**config.mk**
```make
export PLATFORM = sky130hd
export DESIGN_NAME = lfsr_sched
export DESIGN_NICKNAME = d
export VERILOG_FILES = /design/src/rtl/lfsr_pkg.sv /design/src/rtl/rr_arbiter.sv /design/src/rtl/lfsr_sched.sv
export SDC_FILE = /design/constraint.sdc
export NUM_CORES = 1
export LEC_CHECK = 0
export ABC_CLOCK_PERIOD_IN_PS = 2800
export CAP_MARGIN = 20
export CORE_MARGIN = 2
export CORE_UTILIZATION = 38
export CTS_BUF_LIST = sky130_fd_sc_hd__clkbuf_8 sky130_fd_sc_hd__clkbuf_16
export DETAILED_ROUTE_END_ITERATION = 7
export GPL_ROUTABILITY_DRIVEN = 0
export PLACE_DENSITY_LB_ADDON = 0.12
export SYNTH_ARGS = -nofsm -noshare
export SYNTH_HDL_FRONTEND = slang
export SYNTH_SLANG_ARGS = --single-unit
```
**constraint.sdc**
```tcl
create_clock -name clk -period 2.8 [get_ports clk]
set_clock_uncertainty 0.05 [all_clocks]
set_input_delay 0.84 -clock clk [delete_from_list [all_inputs] [get_ports clk]]
set_output_delay 0.84 -clock clk [all_outputs]
set_load 0.02 [all_outputs]
```
**src/rtl/lfsr_pkg.sv**
```systemverilog
// lfsr_pkg: shared FSM state type, LFSR width, default seed and request-size clamp for lfsr_sched.
package lfsr_pkg;
  typedef enum logic [1:0] {IDLE, GEN, RESP} state_t;
  localparam int LFSR_W = 5;
  localparam logic [LFSR_W-1:0] DEFAULT_SEED_C = 5'b00001;
  function automatic int clamp_nbits(input int nb, input int maxb);
    return nb == 0 ? 1 : nb > maxb ? maxb : nb;
  endfunction
endpackage

```
**src/rtl/rr_arbiter.sv**
```systemverilog
// rr_arbiter: combinational round-robin pick of the first requester after ptr_i, wrapping.
module rr_arbiter #(
  parameter int N = 4,
  localparam int IW = $clog2(N)
) (
  input  logic [N-1:0]  req_i,
  input  logic [IW-1:0] ptr_i,
  output logic [N-1:0]  gnt_o,
  output logic [IW-1:0] idx_o,
  output logic          any_o
);
  logic [IW-1:0] k;
  // Scan from farthest to nearest so the nearest set index after ptr_i wins.
  always_comb begin
    idx_o = '0;
    k = '0;
    for (int i = N; i >= 1; i--) begin
      k = IW'((int'(ptr_i) + i) % N);
      if (req_i[k]) idx_o = k;
    end
    any_o = |req_i;
    gnt_o = any_o ? N'(1) << idx_o : '0;
  end
endmodule

```
**src/rtl/lfsr_sched.sv**
```systemverilog
// lfsr_sched: round-robin scheduler sharing one Fibonacci LFSR between requesters, plus seed loads.
// Optional all-zero lockup recovery enabled by defining LFSR_LOCKUP_RECOVER_EN.
module lfsr_sched import lfsr_pkg::*; #(
  parameter int W = LFSR_W,
  parameter int NREQ = 4,
  parameter int MAXBITS = 16,
  parameter int CW = $clog2(MAXBITS + 1),
  parameter logic [W-1:0] DEFAULT_SEED = W'(DEFAULT_SEED_C),
  localparam int IW = $clog2(NREQ)
) (
  input  logic                 clk,
  input  logic                 rst,
  input  logic                 cfg_seed_valid,
  output logic                 cfg_seed_ready,
  input  logic [W-1:0]         cfg_seed,
  input  logic [W-1:0]         cfg_taps,
  input  logic [NREQ-1:0]      req_valid,
  input  logic [NREQ*CW-1:0]   req_nbits,
  output logic [NREQ-1:0]      req_ready,
  output logic                 rsp_valid,
  input  logic                 rsp_ready,
  output logic [IW-1:0]        rsp_id,
  output logic [MAXBITS-1:0]   rsp_data,
  output logic                 lfsr_reinit,
  output logic                 lfsr_advance,
  output logic [W-1:0]         lfsr_init_state,
  output logic [W-1:0]         lfsr_taps,
  input  logic                 lfsr_out,
  input  logic [W-1:0]         lfsr_state,
  output logic [7:0]           stat_lockups
);
  state_t state_q, state_d;
  logic [IW-1:0] ptr_q, ptr_d, id_q, id_d, gidx;
  logic [CW-1:0] n_q, n_d, cnt_q, cnt_d, nb_raw, nb_clamp;
  logic [MAXBITS-1:0] data_q, data_d;
  logic [NREQ-1:0] gnt;
  logic gany, lockup, recover;

  rr_arbiter #(.N(NREQ)) u_arb (
    .req_i(req_valid),
    .ptr_i(ptr_q),
    .gnt_o(gnt),
    .idx_o(gidx),
    .any_o(gany)
  );

  assign nb_raw = req_nbits[gidx*CW +: CW];
  assign nb_clamp = CW'(clamp_nbits(int'(nb_raw), MAXBITS));
  assign lfsr_taps = cfg_taps;
  assign rsp_id = id_q;
  assign rsp_data = data_q;

`ifdef LFSR_LOCKUP_RECOVER_EN
  logic [7:0] lock_q;
  assign lockup = lfsr_state == '0;
  assign stat_lockups = lock_q;
  always_ff @(posedge clk or posedge rst)
    if (rst) lock_q <= '0;
    else if (recover && lock_q != 8'hFF) lock_q <= lock_q + 8'd1;
`else
  logic unused_state;
  assign unused_state = ^lfsr_state;
  assign lockup = 1'b0;
  assign stat_lockups = '0;
`endif

  // Seed loads outrank lockup recovery, which outranks requests; nothing fires while in reset.
  assign recover = state_q == IDLE && !rst && !cfg_seed_valid && lockup;

  always_comb begin
    state_d = state_q;
    ptr_d = ptr_q;
    id_d = id_q;
    n_d = n_q;
    cnt_d = cnt_q;
    data_d = data_q;
    cfg_seed_ready = 1'b0;
    lfsr_reinit = 1'b0;
    lfsr_advance = 1'b0;
    req_ready = '0;
    rsp_valid = 1'b0;
    lfsr_init_state = recover ? DEFAULT_SEED : cfg_seed;
    unique case (state_q)
      IDLE: if (!rst) begin
        if (cfg_seed_valid) begin
          cfg_seed_ready = 1'b1;
          lfsr_reinit = 1'b1;
        end else if (recover) lfsr_reinit = 1'b1;
        else if (gany) begin
          req_ready = gnt;
          id_d = gidx;
          ptr_d = gidx;
          n_d = nb_clamp;
          cnt_d = '0;
          data_d = '0;
          state_d = GEN;
        end
      end
      GEN: begin
        lfsr_advance = 1'b1;
        data_d = data_q | (MAXBITS'(lfsr_out) << cnt_q);
        cnt_d = cnt_q + CW'(1);
        if (cnt_d == n_q) state_d = RESP;
      end
      RESP: begin
        rsp_valid = 1'b1;
        if (rsp_ready) state_d = IDLE;
      end
      default: state_d = IDLE;
    endcase
  end

  always_ff @(posedge clk or posedge rst)
    if (rst) begin
      state_q <= IDLE;
      ptr_q <= IW'(NREQ - 1);
      id_q <= '0;
      n_q <= '0;
      cnt_q <= '0;
      data_q <= '0;
    end else begin
      state_q <= state_d;
      ptr_q <= ptr_d;
      id_q <= id_d;
      n_q <= n_d;
      cnt_q <= cnt_d;
      data_q <= data_d;
    end
endmodule

```
Yosys cells after proc, flatten, opt, wreduce, memory -nomap -nowiden

Cells that the tools add are included.

Shifts and indexed selects: 3
Bitwise gates (word level): 3
Magnitude comparators: 5
Add/sub/neg operators: 5
Multiplexer cells: 37
Reduce and logical (&&, ||, !) cells: 7
$mul: 1
Equality and inequality tests: 8

Operators by type and width:

| operator                                                              | count |
|---|---|
| 16-bit 2-to-1 mux                                                     | 3 |
| 16-bit case mux with 2 select lines                                   | 1 |
| 5-bit 2-to-1 mux                                                      | 5 |
| 20-bit by 6-bit indexed part select with 5-bit output                 | 1 |
| 2-bit 2-to-1 mux                                                      | 9 |
| 4-bit 2-to-1 mux                                                      | 4 |
| 16-bit OR                                                             | 1 |
| 1-bit by 5-bit left shift with 16-bit output                          | 1 |
| 2-bit by 3-bit < comparator with 1-bit output (second input constant) | 4 |
| 2-bit inequality test (second input constant)                         | 5 |
| 5-bit case mux with 2 select lines                                    | 1 |
| 1-bit 2-to-1 mux                                                      | 9 |
| 1-bit binary-select mux with 2-bit select                             | 4 |
| 4-bit AND reduction                                                   | 2 |
| 2-bit case mux with 3 select lines                                    | 1 |
| 5-bit by 1-bit adder with 5-bit output (second input constant)        | 1 |
| 5-bit equality test                                                   | 1 |
| 5-bit > comparator (second input constant)                            | 1 |
| 5-bit zero test                                                       | 1 |
| 2-bit by 3-bit multiplier with 5-bit output (second input constant)   | 1 |
| 5-bit AND reduction                                                   | 1 |
| 2-bit by 1-bit adder with 2-bit output (second input constant)        | 2 |
| 2-bit adder (second input constant)                                   | 2 |
| 4-bit OR reduction                                                    | 1 |
| 6 further kinds                                                       | 7 |

Output and inout port bits: 44
Word-level logic and storage cells: 75
Register bits after elaboration: 32

Logic depth before layout (Yosys ltp)

Depth in word-level cells: 12
Mapped depth: 7

Modules after synthesis

Synthesis repeated with hierarchy kept, for this count alone.

Cell total of the unflattened synthesis: 216
Area, all modules: 2,021.9 um2

Modules (own cells, without submodules):

| module     | area each (um2) | seq. area each (um2) | times used | cells an instance |
|---|---|---|---|---|
| lfsr_sched | 1,778.0         | 803.3                | 1          | 182 |
| rr_arbiter | 244.0           | 0.0                  | 1          | 34 |

Least setup slack after synthesis

No wires, ideal clock.

Path type: input port to output port
Start: in req_valid[1]
End: out req_ready[0]
Required time: 1.910 ns
Slack: -0.360 ns
Stages: 6
Data arrival time: 2.270 ns
Cell sequence: nor2_1 > a211o_1 > or3_1 > clkbuf_2 > buf_6 > nor3_1

Longest elaborated chain between the ends: 11

Ends and longest elaborated chain:

| what                                        | RTL line         | RTL |
|---|---|---|
| start, declared                             | lfsr_sched.sv:17 | `input logic [NREQ-1:0] req_valid,` |
| 1-bit binary-select mux with 2-bit select   | rr_arbiter.sv:19 | `if (req_i[k]) idx_o = k;` |
| 1-bit 2-to-1 mux (implied by the code)      | rr_arbiter.sv:19 |  |
| 2-bit 2-to-1 mux (4 in series)              | rr_arbiter.sv:19 |  |
| 1-bit by 2-bit left shift with 4-bit output | rr_arbiter.sv:22 | `gnt_o = any_o ? N'(1) << idx_o : '0;` |
| 4-bit 2-to-1 mux *                          | lfsr_sched.sv:89 | `else if (gany) begin` |
| 4-bit 2-to-1 mux *                          | lfsr_sched.sv:85 | `if (cfg_seed_valid) begin` |
| 4-bit 2-to-1 mux *                          | lfsr_sched.sv:84 | `IDLE: if (!rst) begin` |
| 4-bit 2-to-1 mux *                          | lfsr_sched.sv:83 | `unique case (state_q)` |
| end, declared                               | lfsr_sched.sv:19 | `output logic [NREQ-1:0] req_ready,` |

Mark *: on every way between the ends. The rest lies on a longest branch, timed or not. The select of a mux whose other input is x is not followed.

Worst setup path after layout

Same ends and word-level chain as after synthesis.

==> metrics.cfg <==
[pwr]
sw_frac_of_total = 0.4058
p_comb_frac = 0.539
internal-power_mw = 1.676
power_frac_clock = 0.170
seqPwrFrac = 0.291
power_mw = 2.821
irDropWorstVdd_uv = 406.3
p_leak_nw = 1.327
power_switching_mw = 1.145
power_density_nw_per_um2 = 972.5

[run_status]
outcome = finished, violations left
violations = negative setup slack

[cts]
clock_sinks = 32
cts_max_level = 2
worstSkewPairLatency_ps = 280
numCtsBuffers = 5
ctsLongestPathBuffers = 2
clk_pin_slew_ps = 60
root_buffer = clkbuf_8
postCtsHoldBufs = 0
cts_tree = built

[job]
max-cap-violations = 0

[sta]
setup_slack_ps = -36.89
period_share = 1.013
setup-violations-final = 2
slew_viol_final = 0
hold_viol = 0
rsz0062_at_grt = true
max_clock_freq_ghz = 0.3525
min_period_ps = 2837

[setup_path]
crit_chain = buf_8, nor2_4, a211o_1, or3_4, nor3_4, buf_6
worstSetupStartpointType = input port
crit_path_max_incr_delay_ps = 380
cp_max_fo = 3
crit_type = in2out
slowest_stage = or3_4
worstSetupEndpointType = output port
arrival_ps = 1950
cp.required_ps = 1910
worstRegToRegCells = 8

[die]
start_util = 0.4005
rows = 25
coreArea_um2 = 4817
pin_count = 88
dieWidth_um = 75.26
die_area_um2 = 5663
die_height_um = 75.26

[yosys]
synthCells = 220
synth_top_cell_area_share = 0.3891
synth_flop_cell = dfrtp_1
ys_ff_latch = 32
yosysTopAreaCell = dfrtp_1
ys_seq_area_frac = 0.4163
ys_async_sr_fraction = 1.000
synthesis.area_um2 = 1929
synthTopCellsByArea = dfrtp_1 39%, buf_4 7.4%, nor2_1 5.8%
avgSynthCellArea_um2 = 8.770
synth.distinct_cells = 47
yosys_warnings = 0
synth-edff-count = 0

[global_route]
grt_max_degree = 33
overflow = 0
grt_pass1_vias = 1744
antenna_found_initial = 0
track_usage = 0.1909
grt_pass1_wl_mm = 8.238

[final_layout]
postLayoutCellArea_um2 = 2900
num_antenna_cells = 0
final_cell_mix = 42 x clkdlybuf4s50_1, 30 x dfrtp_1, 28 x buf_4
layout.cells.most_common = clkdlybuf4s50_1
nNetsFinal = 336
area_growth_syn_to_layout_pct = 50.32
drive_above_1_share = 0.2534

[placement]
dpl_worst_slack_ps = -1072
place_hpwl_mm = 3.642
io_buffers = 54
place_area_um2 = 2660

[route]
post_drt_wl_per_cell_um = 13.87
drt_iter0_drc = 103
drc = 0
first_pass_iters = 4
ant_nets = 0
routed_wirelength_mm = 4.978
vias_per_cell = 4.967
vias = 1783

[worst_hold_path]
whs_path_depth = 2
hp-class = reg2reg

-- kinds of logic (layout without fill, tap and decap cells) --
group	after synthesis	after routing	synth area share
compound gates	56	56	0.1881
xor+xnor	6	6	0.02724
fa+ha+maj	1	1	0.006484
buf+inv	39	104	0.1239
flops	32	32	0.4163
mux	6	6	0.03113
other cells	1	8	0.001944
simple gates	79	79	0.2049
-- flip-flops by register name (all words and copies together), names as in the netlist --
signal,count
rsp_data,16
cnt_q,5
n_q,5
ptr_q,2
rsp_id,2
state_q,2
-- worst max-delay path: cells and delay by family --
| kind | cells | cell delay (ps) |
|---|---|---|
| buf+inv | 2 | 220 |
| simple gates | 3 | 560 |
| compound gates | 1 | 310 |
-- Yosys cell counts (all sizes together), types with 2 or more instances --
cell	n
a21oi	10
a22o	2
a31oi	9
and2	3
buf	25
clkbuf	4
dfrtp	30
dfstp	2
inv	10
mux2i	6
nand2	18
nand2b	4
nand3	10
nor2	31
nor2b	3
nor3	4
nor4	3
o211ai	4
o21ai	16
o22a	2
o31ai	3
xnor2	4
xor2	2
-- per-layer routing --
layer,up-vias,part of all wire,track usage
met4,0,0.021,0.05653
met3,12,0.062,0.05221
met5,-,0,0
li1,882,-,-
met2,67,0.47,0.3060
met1,822,0.45,0.2540
-- worst paths after layout --
kind | start | endpoint | slack, ps
worst max register to register | ptr_q[1] | n_q[0] | 530
worst max-delay path | req_valid[1] | req_ready[0] | -40
worst min register to register | rsp_id[1] | rsp_id[1] | 430
worst min-delay path | rsp_id[1] | rsp_id[1] | 430
min in group asynchronous | rst | rsp_data[5] | 720
max in group asynchronous | rst | ptr_q[1] | 1650
-- layout make-up --
class | instances | area, um^2
multi-input cells | 156 | 1049
well taps | 67 | 83.83
inverters | 10 | 37.54
flip-flops and latches | 32 | 803.3
repair buffers | 86 | 800.8
fillers | 448 | 1917
clock inverters | 1 | 30.03
clock buffers | 7 | 96.34
-- metrics by stage --
step / cells / hold WS, ps / setup TNS (ps) / utilization
2_1_floorplan: 227 / 418.4 / -127.1 / -
3_3_place_gp: 348 / 416.6 / -6562 / 0.5522
3_5_place_dp: 348 / 418.2 / -6726 / 0.5522
4_1_cts: 359 / 440.0 / -203.9 / 0.5886
5_1_grt: 359 / 466.4 / -248.6 / 0.6021
6_report: 359 / 434.3 / -51.59 / 0.6021
-- power by group through the flow --
stage          logic, mW  clock network (mW)  registers [mW]
3_5_place_dp        1.44                   0           0.822
2_1_floorplan      0.886                   0           0.827
6_report            1.52               0.480           0.820
5_1_grt             1.67               0.510           0.843
4_1_cts             1.48               0.488           0.818
3_3_place_gp        1.43                   0           0.820
-- timing repair --
action	in CTS	in global routing
cloned	0	0
pin swaps	7	6
endpoints found under the setup margin	6	4
gates resized for setup	61	12
buffers inserted	3	1
No activity file was read; power rests on OpenSTA's default activity.
